**config.mk**
```make
export PLATFORM = sky130hd
export DESIGN_NAME = exception_sequencer
export DESIGN_NICKNAME = d
export VERILOG_FILES = /design/src/rtl/exc_pkg.sv /design/src/rtl/exc_priority_enc.sv /design/src/rtl/exception_sequencer.sv
export SDC_FILE = /design/constraint.sdc
export NUM_CORES = 1
export LEC_CHECK = 0
export BUFFER_PORTS_ARGS = -buffer_cell sky130_fd_sc_hd__buf_4
export CORE_ASPECT_RATIO = 0.7
export CORE_MARGIN = 1.5
export CORE_UTILIZATION = 44
export CTS_CLUSTER_DIAMETER = 50
export DETAILED_ROUTE_END_ITERATION = 10
export PLACE_DENSITY = 0.86
export SLEW_MARGIN = 0
export SYNTH_ARGS = -nofsm -noshare
export SYNTH_HDL_FRONTEND = slang
export SYNTH_SLANG_ARGS = --single-unit
```
**constraint.sdc**
```tcl
create_clock -name clk -period 2.2 [get_ports clk]
set_clock_uncertainty 0.05 [all_clocks]
set_input_delay 0.11 -clock clk [delete_from_list [all_inputs] [get_ports clk]]
set_output_delay 0.11 -clock clk [all_outputs]
set_load 0.02 [all_outputs]
```
**src/rtl/exc_pkg.sv**
```systemverilog
// Shared types and constants for the exception sequencer: FSM states,
// cause codes and PC-mux select encodings.
package exc_pkg;

    typedef enum logic [2:0] {
        S_RUN     = 3'd0,
        S_VECTOR  = 3'd1,
        S_HANDLER = 3'd2,
        S_RETURN  = 3'd3,
        S_HALTED  = 3'd4
    } state_t;

    localparam logic [2:0] CAUSE_NONE = 3'd0;
    localparam logic [2:0] CAUSE_IMEM = 3'd1;
    localparam logic [2:0] CAUSE_ILL  = 3'd2;
    localparam logic [2:0] CAUSE_ALU  = 3'd3;
    localparam logic [2:0] CAUSE_DMEM = 3'd4;
    localparam logic [2:0] CAUSE_DBL  = 3'd7;

    localparam logic [1:0] PCSEL_NEXT = 2'b00;
    localparam logic [1:0] PCSEL_VEC  = 2'b01;
    localparam logic [1:0] PCSEL_EPC  = 2'b10;
    localparam logic [1:0] PCSEL_HOLD = 2'b11;

    // PC-mux select driven while the sequencer sits in a given state.
    function automatic logic [1:0] state_pc_sel(input state_t st);
        logic [1:0] sel;
        case (st)
            S_VECTOR: sel = PCSEL_VEC;
            S_RETURN: sel = PCSEL_EPC;
            S_HALTED: sel = PCSEL_HOLD;
            default:  sel = PCSEL_NEXT;
        endcase
        return sel;
    endfunction

endpackage

```
**src/rtl/exc_priority_enc.sv**
```systemverilog
// Combinational priority encoder: folds the four exception strobes into a
// single exc flag and the highest-priority cause code.
module exc_priority_enc
    import exc_pkg::*;
(
    input  logic       inst_memory_exception,
    input  logic       invalid_instr,
    input  logic       alu_exception,
    input  logic       data_memory_exception,
    output logic       exc,
    output logic [2:0] cause
);

    // Fixed priority: fetch fault, then illegal opcode, then ALU, then data memory.
    always_comb begin
        exc   = 1'b1;
        cause = CAUSE_NONE;
        if (inst_memory_exception) begin
            cause = CAUSE_IMEM;
        end else if (invalid_instr) begin
            cause = CAUSE_ILL;
        end else if (alu_exception) begin
            cause = CAUSE_ALU;
        end else if (data_memory_exception) begin
            cause = CAUSE_DMEM;
        end else begin
            exc = 1'b0;
        end
    end

endmodule

```
**src/rtl/exception_sequencer.sv**
```systemverilog
// Multi-cycle exception sequencer: kills faulting writes, captures EPC/cause,
// steers the PC mux through vector/return and parks the core on halt or double
// fault. Define EXC_SEQ_COUNT_EN to build the saturating exception counter.
module exception_sequencer
    import exc_pkg::*;
#(
    parameter int unsigned     PC_W   = 16,
    parameter logic [PC_W-1:0] VECTOR = 16'h0040
) (
    input  logic            clk,
    input  logic            rst_n,
    input  logic [PC_W-1:0] pc_in,
    input  logic            inst_memory_exception,
    input  logic            invalid_instr,
    input  logic            alu_exception,
    input  logic            data_memory_exception,
    input  logic            halt_in,
    input  logic            eret_in,
    output logic            kill_wr,
    output logic [1:0]      pc_sel,
    output logic [PC_W-1:0] epc,
    output logic [2:0]      cause,
    output logic            in_handler,
    output logic            halted,
    output logic [7:0]      exc_count
);

    state_t          state_r;
    state_t          next_state_s;
    logic            exc_s;
    logic [2:0]      enc_cause_s;
    logic [PC_W-1:0] epc_r;
    logic [PC_W-1:0] epc_next_s;
    logic [2:0]      cause_r;
    logic [2:0]      cause_next_s;
    logic            kill_wr_s;
    logic [1:0]      pc_sel_r;
    logic            in_handler_r;
    logic            halted_r;

    // The vector address is applied by the PC mux itself; kept as a parameter for it.
    logic [PC_W-1:0] unused_vector_s;
    assign unused_vector_s = VECTOR;

    exc_priority_enc u_enc (
        .inst_memory_exception (inst_memory_exception),
        .invalid_instr         (invalid_instr),
        .alu_exception         (alu_exception),
        .data_memory_exception (data_memory_exception),
        .exc                   (exc_s),
        .cause                 (enc_cause_s)
    );

    // Next-state, capture and write-kill decode.
    always_comb begin
        next_state_s = state_r;
        epc_next_s   = epc_r;
        cause_next_s = cause_r;
        kill_wr_s    = 1'b0;
        case (state_r)
            S_RUN: begin
                kill_wr_s = exc_s;
                if (exc_s) begin
                    next_state_s = S_VECTOR;
                    epc_next_s   = pc_in;
                    cause_next_s = enc_cause_s;
                end else if (halt_in) begin
                    next_state_s = S_HALTED;
                end else begin
                    next_state_s = S_RUN;
                end
            end
            S_VECTOR: begin
                kill_wr_s    = 1'b1;
                next_state_s = S_HANDLER;
            end
            S_HANDLER: begin
                kill_wr_s = exc_s;
                if (exc_s) begin
                    next_state_s = S_HALTED;
                    cause_next_s = CAUSE_DBL;
                end else if (halt_in) begin
                    next_state_s = S_HALTED;
                end else if (eret_in) begin
                    next_state_s = S_RETURN;
                end else begin
                    next_state_s = S_HANDLER;
                end
            end
            S_RETURN: begin
                kill_wr_s    = 1'b1;
                next_state_s = S_RUN;
            end
            S_HALTED: begin
                kill_wr_s    = 1'b1;
                next_state_s = S_HALTED;
            end
            default: begin
                kill_wr_s    = 1'b1;
                next_state_s = S_RUN;
            end
        endcase
    end

    // State, captured fault info and state-decoded outputs.
    always_ff @(posedge clk or negedge rst_n) begin
        if (!rst_n) begin
            state_r      <= S_RUN;
            epc_r        <= {PC_W{1'b0}};
            cause_r      <= CAUSE_NONE;
            pc_sel_r     <= PCSEL_NEXT;
            in_handler_r <= 1'b0;
            halted_r     <= 1'b0;
        end else begin
            state_r      <= next_state_s;
            epc_r        <= epc_next_s;
            cause_r      <= cause_next_s;
            pc_sel_r     <= state_pc_sel(next_state_s);
            in_handler_r <= (next_state_s == S_HANDLER);
            halted_r     <= (next_state_s == S_HALTED);
        end
    end

`ifdef EXC_SEQ_COUNT_EN
    logic [7:0] exc_count_r;
    logic       count_evt_s;

    assign count_evt_s = exc_s && ((state_r == S_RUN) || (state_r == S_HANDLER));

    // Saturating count of taken exceptions, double faults included.
    always_ff @(posedge clk or negedge rst_n) begin
        if (!rst_n) begin
            exc_count_r <= 8'h00;
        end else if (count_evt_s && (exc_count_r != 8'hFF)) begin
            exc_count_r <= exc_count_r + 8'h01;
        end else begin
            exc_count_r <= exc_count_r;
        end
    end

    assign exc_count = exc_count_r;
`else
    assign exc_count = 8'h00;
`endif

    assign kill_wr    = kill_wr_s;
    assign pc_sel     = pc_sel_r;
    assign epc        = epc_r;
    assign cause      = cause_r;
    assign in_handler = in_handler_r;
    assign halted     = halted_r;

endmodule

```
Word level (Yosys, flattened, before mapping). Cells that the tools add are included.

Memories: 0. Bits in registers: 26. Bits in writable memories: 0. Word-level logic and storage cells: 39. Memory bits (read-only): 0. Bits in latches: 0.

$add $sub $neg: 0. Equal/unequal tests: 9. Multiplexer cells: 19. Bitwise gates (word level): 0. Magnitude comparators: 0. Shifts and indexed selects: 0. Multipliers: 0. Div/mod/pow operators: 0. Reduce and logical (&&, ||, !) cells: 5.

Operator list (count): two-way mux 3 bit (10); case mux 3 bit (4 select lines) (1); equality test 3 x 2 -> 1 bit (second input constant) (3); equality test 3 x 1 -> 1 bit (second input constant) (2); equality test 3 bit (second input constant) (2); two-way mux 1 bit (6); case mux 2 bit (3 select lines) (1); case mux 3 bit (2 select lines) (1); inequality test 2 bit (second input constant) (2); logical NOT 3 bit (1); AND reduction 3 bit (1); AND reduction 2 bit (1); nonzero test 2 bit (1); OR reduction 2 bit (1).

Logic depth before layout (Yosys ltp). Gate-level depths: netlist of the first run.

Depth in word-level cells: 8. Mapped depth: 5. Mapped depth without buffers: 3.

Modules after synthesis. A second synthesis of the first run with hierarchy kept.

Cell total of the unflattened synthesis: 93. Area, all modules: 1198.6 um^2.

By module, submodules not included: exception_sequencer (instances 1, area each 1156.1 um^2, cells each 86); exc_priority_enc (instances 1, area each 42.5 um^2, cells each 7).

Worst setup path before layout of the first run. Ideal clock, no wire load.

Path kind: register to register. Start: reg state_r[1]. End: reg epc_r[0], in the netlist epc[0]. Buffers on the path: 2. Path slack: 0.593 ns. Clock period less this slack: 1.607 ns. Setup time: 0.128 ns. Cell stages (with the launch flop): 6. Data arrival time: 1.429 ns. Cells stage by stage: dfrtp_1 > clkbuf_1 > nor3_1 > nand2_4 > buf_6 > mux2_1.

Word-level cells in the longest chain between the ends: 2.

Ends and longest elaborated chain: start: declaration (line exception_sequencer.sv:28) `state_t state_r;`; start signal: assignment (line exception_sequencer.sv:115) `state_r <= next_state_s;`; logical NOT 3 bit (line exception_sequencer.sv:60) `case (state_r)`; AND reduction 2 bit (no source line); end signal: assignment (line exception_sequencer.sv:109) `epc_r <= {PC_W{1'b0}};`; end signal: assignment (line exception_sequencer.sv:116) `epc_r <= epc_next_s;`; end: declaration (line exception_sequencer.sv:32) `logic [PC_W-1:0] epc_r;`.

No other way between the ends. A chain may end at the register's enable or synchronous reset.

Worst setup path after layout of the first run.
Start: reg state_r[2]. End: reg epc_r[8], in the netlist epc[8].

Same word-level chain as after synthesis.

==> metrics.md, run 1 <==
| Metric | Value |
|---|---|
| Worst setup slack after layout | `528 ps` |
| Time the worst path needs with I/O delays and setup | `1670 ps` |
| Hold_ws | `12.0 ps` |
| Post-layout nets | `170` |
| I/O pin total | `56` |
| Final routed wire length divided by cell count | `12.4 um` |
| Placed insts | `168` |
| Cell taking the most area after synthesis | `dfrtp_1` |
| Vias in the first global route | `750` |
| Routed Wire Length | `2230 um` |
| YS warnings | `0` |
| Avg Cell Area, Syn | `12.4 um2` |
| Row Count | `15` |
| DR vias | `846` |
| Clk sink count | `26` |
| Setup WS pre-CTS | `508 ps` |
| Port Buf Inserts | `47` |
| Bufs and invs on worst path | `0` |
| GPL Wtd Cong | `about 0.74` |
| Register area | `651 um2` |
| R2r setup slk | `530 ps` |
| Final non-filler cell total | `between 150 and 200` |
| Area growth syn-to-layout | `42.3%` |
| CTS H-tree depth | `1` |
| Fmax | `0.598 GHz` |
| CP Class | `reg -> reg` |
| Pre-antenna DRT Iters | `4` |
| Clock slew at reported path FFs | `80 ps` |
| Netlist Area Pre-Place | `1140 um2` |
| Longest Clk Path Bufs | `2` |
| Via-per-instance ratio | `4.73` |
| Hold_sp | `pc_in[6]` |
| Layout Utilization | `66.0%` |
| Hold EP | `epc[6]$_DFFE_PN0P_` |
| Critical Path Slowest Stage Cell | `dfrtp_1` |
| Dominant synthesized flop cell | `dfrtp_1` |
| Syn Inst Count | `92` |
| Die H | `45.6 um` |
| Maximum capacitance violations | `0` |
| WHS Path Cells | `2` |
| Antenna cell count | `0` |
| Top-area cell type share of the netlist area | `57.1%` |
| Post-CTS Resized | `0` |
| RSZ-0062 raised after global routing | `no` |
| CP Max Fanout | `16` |
| Cts bufs inserted | `3` |
| Cell family with most CP delay | `simple AND/OR/NAND/NOR gates` |
| TritonCTS clock tree | `built` |
| Reg2reg start | `state_r[2]$_DFF_PN0_` |
| DR DRC count | `0` |
| Synth Register Bits | `26` |
| First-pass GRT wire length | `3420 um` |
| Initial Utilization | `between 40% and 50%` |
| CTS Root Cell | `clkbuf_8` |
| Outcome | `completed` |
| Worst endpoint required time | `about 2300 ps` |
| Final period util | `76.0%` |
| Post-synth EDFFs | `0` |
| GRT Resource Usage Total | `15.8%` |
| Worst VDD drop | `0.000833 V` |
| Arrival @ worst endpoint | `1770 ps` |
| Die area | `~2900 um2` |
| Area occupied by multi-input gates | `423 um2` |
| Iteration-0 DRC Markers | `22` |
| CP Capture Type | `flop` |
| Die Width | `~64 um` |
| Detailed Place HPWL | `1660 um` |
| Antenna Nets Post-Route | `0` |
| Final Max Slew Viols | `0` |
| Critical Path Start Type | `flop` |
| Antenna violations before repair | `0` |
| Register area share after synthesis | `57.1%` |
| Worst skew pair latency | `270 ps` |
| List of most frequent post-synthesis cells | `dfrtp_1, mux2_1, buf_4` |
| Largest cells by area after synthesis | `dfrtp_1, mux2_1, mux2_2, buf_4, o211ai_1` |
| Crit-path max cell delay | `480 ps` |
| Final number of hold-violating endpoints | `0` |
| Post-synth ARST share | `100%` |
| Count leader, synth | `dfrtp_1` |
| R2R cell count | `3` |
| Core Area | `2460 um2` |
| Setup tns final | `0 ps` |
| Leak | `0.758 nW` |
| Largest net degree at the start of global routing | `27` |
| Fill count | `201` |
| Grt ovf | `0` |
| Final setup viols | `0` |
| Postcts setup bufs | `0` |
| Worst hold path class | `in -> reg` |
| PwrDens | `approximately 1500 nW/um2` |
| Yosys cell types | `28` |
| R2r endpoint | `epc[8]$_DFFE_PN0P_` |
| Crit path cell chain | `nor3_1 -> nand2_4 -> mux2_1` |
| Share of cells above drive strength 1 | `between 40 and 50%` |
metal layers:
metal	up-vias	global-route usage [%]	part of all wire (%)
met5	-	0	0
met4	0	3.91	0.45
met1	395	20.7	43
met2	39	26.0	47
met3	2	4.95	8.9
li1	410	-	-
what timing repair did:
item | 4_1_cts | 5_1_grt
hold endpoints to repair | 30 | 2
setup endpoints to repair | 0 | 0
hold buffers | 5 | 2
cells by family after synthesis:
| kind of cell | after synthesis | share of synthesized area (%) |
|---|---|---|
| mux | 17 | 16.8 |
| other cells | 1 | 0.329 |
| buf+inv | 14 | 8.12 |
| simple gates | 20 | 9.33 |
| compound gates | 14 | 8.34 |
| flops | 26 | 57.1 |
cell usage in the layout (no fill, tap or decap), types with 2 or more instances in the layout:
cell type / instances
nor3_1: 3
mux2_1: 10
o21a_1: 2
nor2_1: 5
nand2_1: 3
nand3_1: 2
mux2_2: 7
dlygate4sd3_1: 7
conb_1: 8
buf_4: 48
clkbuf_8: 3
nand2b_1: 2
a21oi_1: 3
o211ai_1: 3
dfrtp_1: 26
layout make-up:
| cell class | instances | share of cell area, % |
|---|---|---|
| Tap cell | 34 | 2.62 |
| Multi-Input combinational cell | 59 | 26.1 |
| Clock buffer | 3 | 2.55 |
| Sequential cell | 26 | 40.1 |
| Inverter | 1 | 0.231 |
| Clock inverter | 1 | 1.85 |
| Timing Repair Buffer | 55 | 26.5 |
worst register-to-register path, stage by stage, from the launching register on:
cell and delay [ps]:
dfrtp_1 480, nor3_1 420, nand2_4 230, mux2_1 380
stage by stage:
step	area, um2	power [W]
floorplan	1170	0.00157
global placement	1480	0.00195
detailed placement	1480	0.00199
CTS	1600	0.00239
global route	1620	0.00253
finish	1620	0.00238
state kept, by name, summed over array words and instances, names as in the netlist:
signal	cells
cause	3
epc	16
halted	1
in_handler	1
pc_sel	2
state_r	3
report_power, final:
part / internal (W) / total (W) / switching [W]
clock: 0.000243 / 0.000384 / 0.000141
sequential: 0.000711 / 0.000873 / 0.000162
combinational: 0.000544 / 0.00112 / 0.000578
total: 0.00150 / 0.00238 / 0.000882
how the worst max path moves through the flow:
stage	end	cells past startpoint	from	slack (ps)
floorplan	epc[0]$_DFFE_PN0P_	5	state_r[1]$_DFF_PN0_	590
global placement	epc[9]$_DFFE_PN0P_	3	state_r[2]$_DFF_PN0_	570
detailed placement	epc[4]$_DFFE_PN0P_	4	inst_memory_exception	510
CTS	epc[4]$_DFFE_PN0P_	3	state_r[2]$_DFF_PN0_	520
global route	epc[4]$_DFFE_PN0P_	3	state_r[2]$_DFF_PN0_	390
finish	epc[8]$_DFFE_PN0P_	3	state_r[2]$_DFF_PN0_	530
No activity file was read; power rests on OpenSTA's default activity.
==> inputs of run 2 (changes only) <==
CORE_UTILIZATION = 40   (was 44)
PLACE_DENSITY = 0.83   (was 0.86)
clock period = 1.5 ns   (was 2.2 ns; I/O delays follow)
==> run 2 against run 1 <==
Net effect:
- clock-buffer cell count did not move
- sequential share of layout area fell by 3.8 points
- combinational power rose by 64%
- design area rose by 10%
- critical path type unchanged
- largest cell class unchanged
==> metrics.md, run 2 (synthesis results as in run 1) <==
| Metric | Value |
|---|---|
| Share of cells above drive strength 1 | `43.6% (was 42.1%)` |
| Most frequent cells in the layout | `buf_4, dfrtp_1, dlygate4sd3_1 (was buf_4, dfrtp_1, mux2_1)` |
| Clock slew at reported path FFs | `90 ps (was 80 ps)` |
| Post-DP Area | `1550 um2 (was 1480 um2)` |
| Via-per-instance ratio | `4.92 (was 4.73)` |
| Longest Clk Path Bufs | `2 (unchanged)` |
| CTS H-tree depth | `1 (unchanged)` |
| Final Max Slew Viols | `0 (unchanged)` |
| Die H | `47.7 um (was 45.6 um)` |
| Hold_ws | `54.4 ps (was 12.0 ps)` |
| RSZ-0062 raised after global routing | `no (unchanged)` |
| Wire length on met2 | `1400 um (was 1060 um)` |
| GPL Wtd Cong | `0.824 (was 0.740)` |
| Row Count | `15 (unchanged)` |
| Critical Path Start Type | `flop (unchanged)` |
| Clock power share | `15.6% (was 16.2%)` |
| CTS Root Cell | `clkbuf_8 (unchanged)` |
| CP Max Fanout | `16 (unchanged)` |
| Worst skew pair latency | `270 ps (about the same)` |
| Most common cell after layout, fill and taps aside | `buf_4 (unchanged)` |
| Comb pwr share | `50.8% (was 47.2%)` |
| Top Layer Used | `met4 (unchanged)` |
| Critical Path Slowest Stage Cell | `dfrtp_1 (unchanged)` |
| Grt ovf | `0 (unchanged)` |
| GRT Resource Usage Total | `17.9% (was 15.8%)` |
| Outcome | `completed (unchanged)` |
| Maximum capacitance violations | `0 (unchanged)` |
| Leak | `0.841 nW (was 0.758 nW)` |
| First-pass GRT wire length | `4020 um (was 3420 um)` |
| Core Area | `2570 um2 (was 2460 um2)` |
| Postcts setup bufs | `0 (unchanged)` |
| Vias in the first global route | `930 (was 750)` |
| CP Capture Type | `flop (unchanged)` |
| Iteration-0 DRC Markers | `21 (was 22)` |
| Largest net degree at the start of global routing | `27 (unchanged)` |
| Detailed Place HPWL | `1910 um (was 1660 um)` |
| Worst hold path class | `in -> reg (unchanged)` |
| Clk sink count | `26 (unchanged)` |
| TritonCTS clock tree | `built (unchanged)` |
| Final setup viols | `0 (unchanged)` |
| P_sw | `0.00134 W (was 0.000882 W)` |
| Crit-path max cell delay | `420 ps (was 480 ps)` |
| DR vias | `970 (was 846)` |
| PwrDens | `2030 nW/um2 (was 1470 nW/um2)` |
| Die area | `3180 um2 (was 2910 um2)` |
| Routed Wire Length | `2660 um (was 2230 um)` |
| Cts bufs inserted | `3 (unchanged)` |
| DRT met1 WL | `1070 um (was 961 um)` |
| Worst endpoint required time | `1610 ps (was 2300 ps)` |
| I/O pin total | `56 (unchanged)` |
| Antenna cell count | `0 (unchanged)` |
| Total power | `0.00363 W (was 0.00238 W)` |
| Cell family with most CP delay | `simple AND/OR/NAND/NOR gates (unchanged)` |
| Final number of hold-violating endpoints | `0 (unchanged)` |
| Port Buf Inserts | `47 (unchanged)` |
| Die Width | `66.8 um (was 63.8 um)` |
| Finished Cell Area | `1790 um2 (was 1620 um2)` |
| Final period util | `96.4% (was 76.0%)` |
| Met3 WL | `168 um (was 198 um)` |
| Worst VDD drop | `0.00125 V (was 0.000833 V)` |
| Bufs and invs on worst path | `0 (unchanged)` |
| Cell internal pwr | `0.00228 W (was 0.00150 W)` |
| Pre-antenna DRT Iters | `4 (unchanged)` |
| Final routed wire length divided by cell count | `13.5 um (was 12.4 um)` |
| Antenna violations before repair | `0 (unchanged)` |
| Antenna Nets Post-Route | `0 (unchanged)` |
| Fmax | `0.692 GHz (was 0.598 GHz)` |
| Area growth syn-to-layout | `57.0% (was 42.3%)` |
| CP Class | `reg -> reg (unchanged)` |
| Initial Utilization | `44.3% (was 46.4%)` |
| Layout Utilization | `69.6% (was 66.0%)` |
| Crit path cell chain | `nor3_2 -> nand2_4 -> mux2_1 (was nor3_1 -> nand2_4 -> mux2_1)` |
| DR DRC count | `0 (unchanged)` |
| Seq pwr share | `33.6% (was 36.7%)` |
| Time the worst path needs with I/O delays and setup | `1450 ps (was 1670 ps)` |
| Number of flip-flops in the largest register | `16 (unchanged)` |
| Setup tns final | `0 ps (unchanged)` |
| Post-layout nets | `188 (was 170)` |
| Arrival @ worst endpoint | `1550 ps (was 1770 ps)` |
| Sw Share | `37.0% (was 37.1%)` |
## run 2: changes by cell type in the layout (fill, tap and decap cells not counted), sizes merged
cell | previous run | this run
dlygate4sd3 | 7 | 17
buf | 48 | 56
## run 2: path summary, 6_finish.rpt
check	from	end	slack [ps]	cells after the start
worst min register to register	epc[6]$_DFFE_PN0P_	epc[6]$_DFFE_PN0P_	450	1
worst min-delay path	eret_in	pc_sel[1]$_DFF_PN0_	50	3
min in group asynchronous	rst_n	epc[5]$_DFFE_PN0P_	200	2
worst max register to register	state_r[2]$_DFF_PN0_	epc[3]$_DFFE_PN0P_	50	3
worst max-delay path	state_r[2]$_DFF_PN0_	epc[3]$_DFFE_PN0P_	50	3
max in group asynchronous	rst_n	epc[13]$_DFFE_PN0P_	960	2
## run 2: final cells by class
class | count | area, um2
Fill cell | 207 | 782
Sequential cell | 26 | 651
Timing Repair Buffer | 73 | 591
Multi-Input combinational cell | 59 | 430
Tap cell | 34 | 42.5
Clock buffer | 3 | 41.3
Clock inverter | 1 | 30.0
Inverter | 1 | 3.75
## run 2: timing repair
action,in CTS,in global routing
endpoints found under the setup margin,0,1
resized for setup,0,1
hold buffers,17,0
endpoints found under the hold margin,42,0
## run 2: power by group through the flow
| stage | Sequential (W) | Clock [W] | Combinational [W] |
|---|---|---|---|
| after floorplan | 0.00157 | 0 | 0.000739 |
| after global placement | 0.00121 | 0 | 0.00174 |
| after detailed placement | 0.00123 | 0 | 0.00181 |
| after CTS | 0.00122 | 0.000575 | 0.00184 |
| after global routing | 0.00125 | 0.000607 | 0.00197 |
| final | 0.00122 | 0.000565 | 0.00184 |
## run 2: worst register-to-register path: stages (launching register included)
cell,delay (ps)
dfrtp_1,420
nor3_2,300
nand2_4,200
mux2_1,370
## run 2: through the flow
| stage | setup slack [ps] | instances |
|---|---|---|
| 2_1_floorplan | 3.49 | 99 |
| 3_3_place_gp | -26.1 | 176 |
| 3_5_place_dp | -55.0 | 176 |
| 4_1_cts | 27.1 | 197 |
| 5_1_grt | 8.58 | 197 |
| 6_report | 54.0 | 197 |
## run 2: routing by layer
| metal | up-vias | GRT usage, % |
|---|---|---|
| li1 | 445 | - |
| met1 | 477 | 19.1 |
| met2 | 46 | 35.2 |
| met3 | 2 | 5.18 |
| met5 | - | 0 |
| met4 | 0 | 6.12 |
==> inputs of run 3 (changes only) <==
CORE_UTILIZATION = 44   (was 40)
PLACE_DENSITY = 0.86   (was 0.83)
SETUP_SLACK_MARGIN = 0.3   (was unset)
clock period = 1.6 ns   (was 1.5 ns; I/O delays follow)
==> run 3 against run 2 <==
Net effect:
- combinational power grew 8%
- sequential power is 6% lower
- first-iteration DRC count shrank 76%
- sequential share of layout area is 0.82 points lower
- die area is 8.6% lower
- global-route usage grew 2.6 points
- routed wire length grew 1.6%
- design area grew 2.5%
- maximum frequency increased by 3.0%
- cell count rose by 0.51%
- via count rose by 0.72%
==> metrics.md, run 3 (synthesis results as in run 1) <==
| Metric | Value |
|---|---|
| Antenna violations before repair | `0 (unchanged)` |
| Clock slew at reported path FFs | `80 ps (was 90 ps)` |
| Seq pwr share | `33.0% (was 33.6%)` |
| Most common cell after layout, fill and taps aside | `buf_4 (unchanged)` |
| Placed insts | `171 (was 176)` |
| Reg2reg start | `state_r[0]$_DFF_PN0_ (was state_r[2]$_DFF_PN0_)` |
| Time the worst path needs with I/O delays and setup | `1400 ps (was 1450 ps)` |
| Critical Path Slowest Stage Cell | `dfrtp_2 (was dfrtp_1)` |
| Largest net degree at the start of global routing | `27 (unchanged)` |
| Die H | `45.6 um (was 47.7 um)` |
| Arrival @ worst endpoint | `1500 ps (was 1550 ps)` |
| Fmax | `0.712 GHz (was 0.692 GHz)` |
| Worst skew pair latency | `260 ps (was 270 ps)` |
| Pre-antenna DRT Iters | `4 (unchanged)` |
| Final period util | `87.7% (was 96.4%)` |
| I/O pin total | `56 (unchanged)` |
| Detailed Place HPWL | `1710 um (was 1910 um)` |
| CP Capture Type | `flop (unchanged)` |
| Clock power share | `9.9% (was 15.6%)` |
| WHS Path Cells | `2 (was 3)` |
| Hold_sp | `pc_in[9] (was eret_in)` |
| R2r endpoint | `epc[6]$_DFFE_PN0P_ (was epc[3]$_DFFE_PN0P_)` |
| Most frequent cells in the layout | `buf_4, dfrtp_1, dlygate4sd3_1 (unchanged)` |
| Die Width | `63.8 um (was 66.8 um)` |
| Hold EP | `epc[9]$_DFFE_PN0P_ (was pc_sel[1]$_DFF_PN0_)` |
| Worst setup slack after layout | `196 ps (was 54.0 ps)` |
| Worst endpoint required time | `1700 ps (was 1610 ps)` |
| R2R cell count | `3 (unchanged)` |
| Iteration-0 DRC Markers | `5 (was 21)` |
| GPL Wtd Cong | `0.815 (was 0.824)` |
| Final setup viols | `0 (unchanged)` |
| Routed Wire Length | `2710 um (was 2660 um)` |
| Comb pwr share | `57.0% (was 50.8%)` |
| Crit-path max cell delay | `420 ps (about the same)` |
| Maximum capacitance violations | `0 (unchanged)` |
| PwrDens | `1900 nW/um2 (was 2030 nW/um2)` |
| Initial Utilization | `46.4% (was 44.3%)` |
| DR vias | `977 (was 970)` |
| Post-layout nets | `190 (was 188)` |
| Leak | `0.877 nW (was 0.841 nW)` |
| RSZ-0062 raised after global routing | `yes (was no)` |
| TritonCTS clock tree | `built (unchanged)` |
| Final non-filler cell total | `198 (was 197)` |
| Sw Share | `37.8% (was 37.0%)` |
| Cts bufs inserted | `3 (unchanged)` |
| CP Class | `reg -> reg (unchanged)` |
| Setup tns final | `0 ps (unchanged)` |
| GRT Resource Usage Total | `20.5% (was 17.9%)` |
| Finished Cell Area | `1830 um2 (was 1790 um2)` |
| Longest Clk Path Bufs | `2 (unchanged)` |
| Antenna cell count | `0 (unchanged)` |
| Antenna Nets Post-Route | `0 (unchanged)` |
| Final number of hold-violating endpoints | `0 (unchanged)` |
| Die area | `2910 um2 (was 3180 um2)` |
| Grt ovf | `0 (unchanged)` |
| Row Count | `15 (unchanged)` |
| Core Area | `2460 um2 (was 2570 um2)` |
| First-pass GRT wire length | `4410 um (was 4020 um)` |
| Critical Path Start Type | `flop (unchanged)` |
| P_sw | `0.00132 W (was 0.00134 W)` |
| Number of flip-flops in the largest register | `16 (unchanged)` |
| Share of cells above drive strength 1 | `50.0% (was 43.6%)` |
| Crit path cell chain | `nor3_4 -> nand2_4 -> mux2_1 (was nor3_2 -> nand2_4 -> mux2_1)` |
| CTS Root Cell | `clkbuf_8 (unchanged)` |
| Final Max Slew Viols | `0 (unchanged)` |
| Area growth syn-to-layout | `60.9% (was 57.0%)` |
| Via-per-instance ratio | `4.93 (was 4.92)` |
| Clk sink count | `26 (unchanged)` |
| CTS H-tree depth | `1 (unchanged)` |
| CP Max Fanout | `8 (was 16)` |
| Worst VDD drop | `0.00104 V (was 0.00125 V)` |
| R2r setup slk | `200 ps (was 50 ps)` |
| Setup WS pre-CTS | `18.4 ps (was -55.0 ps)` |
| Vias in the first global route | `941 (was 930)` |
| Port Buf Inserts | `47 (unchanged)` |
| Worst hold path class | `in -> reg (unchanged)` |
| Cell internal pwr | `0.00217 W (was 0.00228 W)` |
| DR DRC count | `0 (unchanged)` |
| Outcome | `completed (unchanged)` |
| Final routed wire length divided by cell count | `13.7 um (was 13.5 um)` |
| Post-DP Area | `1520 um2 (was 1550 um2)` |
==> run 3: repair_timing <==
action | 4_1_cts | 5_1_grt
setup endpoints to repair | 18 | 21
buffers inserted | 5 | 2
gates cloned | 1 | 0
gates resized for setup | 6 | 8
pin swaps | 3 | 4
hold buffers | 16 | 0
hold endpoints to repair | 41 | 0
==> run 3: cell type report <==
class	instances	area, um2
Sequential cell	26	652
Clock buffer	3	41.3
Timing Repair Buffer	74	599
Multi-Input combinational cell	60	495
Inverter	1	3.75
Fill cell	168	624
Tap cell	34	42.5
==> run 3: metal layers <==
| metal | routed length, um | vias to the layer above | global-route usage (%) |
|---|---|---|---|
| met5 | 0 | - | 0 |
| met4 | 27 | 0 | 5.22 |
| met3 | 202 | 5 | 4.95 |
| met2 | 1420 | 50 | 37.5 |
| met1 | 1050 | 468 | 25.1 |
| li1 | - | 454 | - |
==> run 3: metrics by stage <==
stage	hold slack, ps	total power [W]	util [%]
final	3.15	0.00349	74.6
after global routing	2.07	0.00371	74.6
after CTS	5.98	0.00335	72.7
after detailed placement	-51.3	0.00280	61.8
after global placement	-56.8	0.00275	61.8
after floorplan	-266	0.00220	-
==> run 3: worst max-delay path, delay by kind of cell (launching register included) <==
kind / cells / cell delay (ps)
and+or+nand+nor: 2 / 470
DFF: 1 / 420
muxes: 1 / 340
==> run 3: worst max-delay path by stage <==
| stage | endpoint | depth (start not counted) | slack, ps | start |
|---|---|---|---|---|
| 2_1_floorplan | epc[0]$_DFFE_PN0P_ | 5 | 140 | inst_memory_exception |
| 3_3_place_gp | epc[11]$_DFFE_PN0P_ | 4 | 70 | inst_memory_exception |
| 3_5_place_dp | epc[15]$_DFFE_PN0P_ | 4 | 20 | inst_memory_exception |
| 4_1_cts | epc[2]$_DFFE_PN0P_ | 3 | 210 | state_r[1]$_DFF_PN0_ |
| 5_1_grt | epc[1]$_DFFE_PN0P_ | 3 | 150 | state_r[0]$_DFF_PN0_ |
| 6_report | epc[6]$_DFFE_PN0P_ | 3 | 200 | state_r[0]$_DFF_PN0_ |
==> run 3: power groups by stage <==
| stage | logic (W) | registers [W] | clock network [W] |
|---|---|---|---|
| after detailed placement | 0.00162 | 0.00118 | 0 |
| after CTS | 0.00184 | 0.00115 | 0.000363 |
| after global placement | 0.00158 | 0.00117 | 0 |
| after global routing | 0.00212 | 0.00120 | 0.000392 |
| final | 0.00199 | 0.00115 | 0.000346 |
| after floorplan | 0.000726 | 0.00147 | 0 |
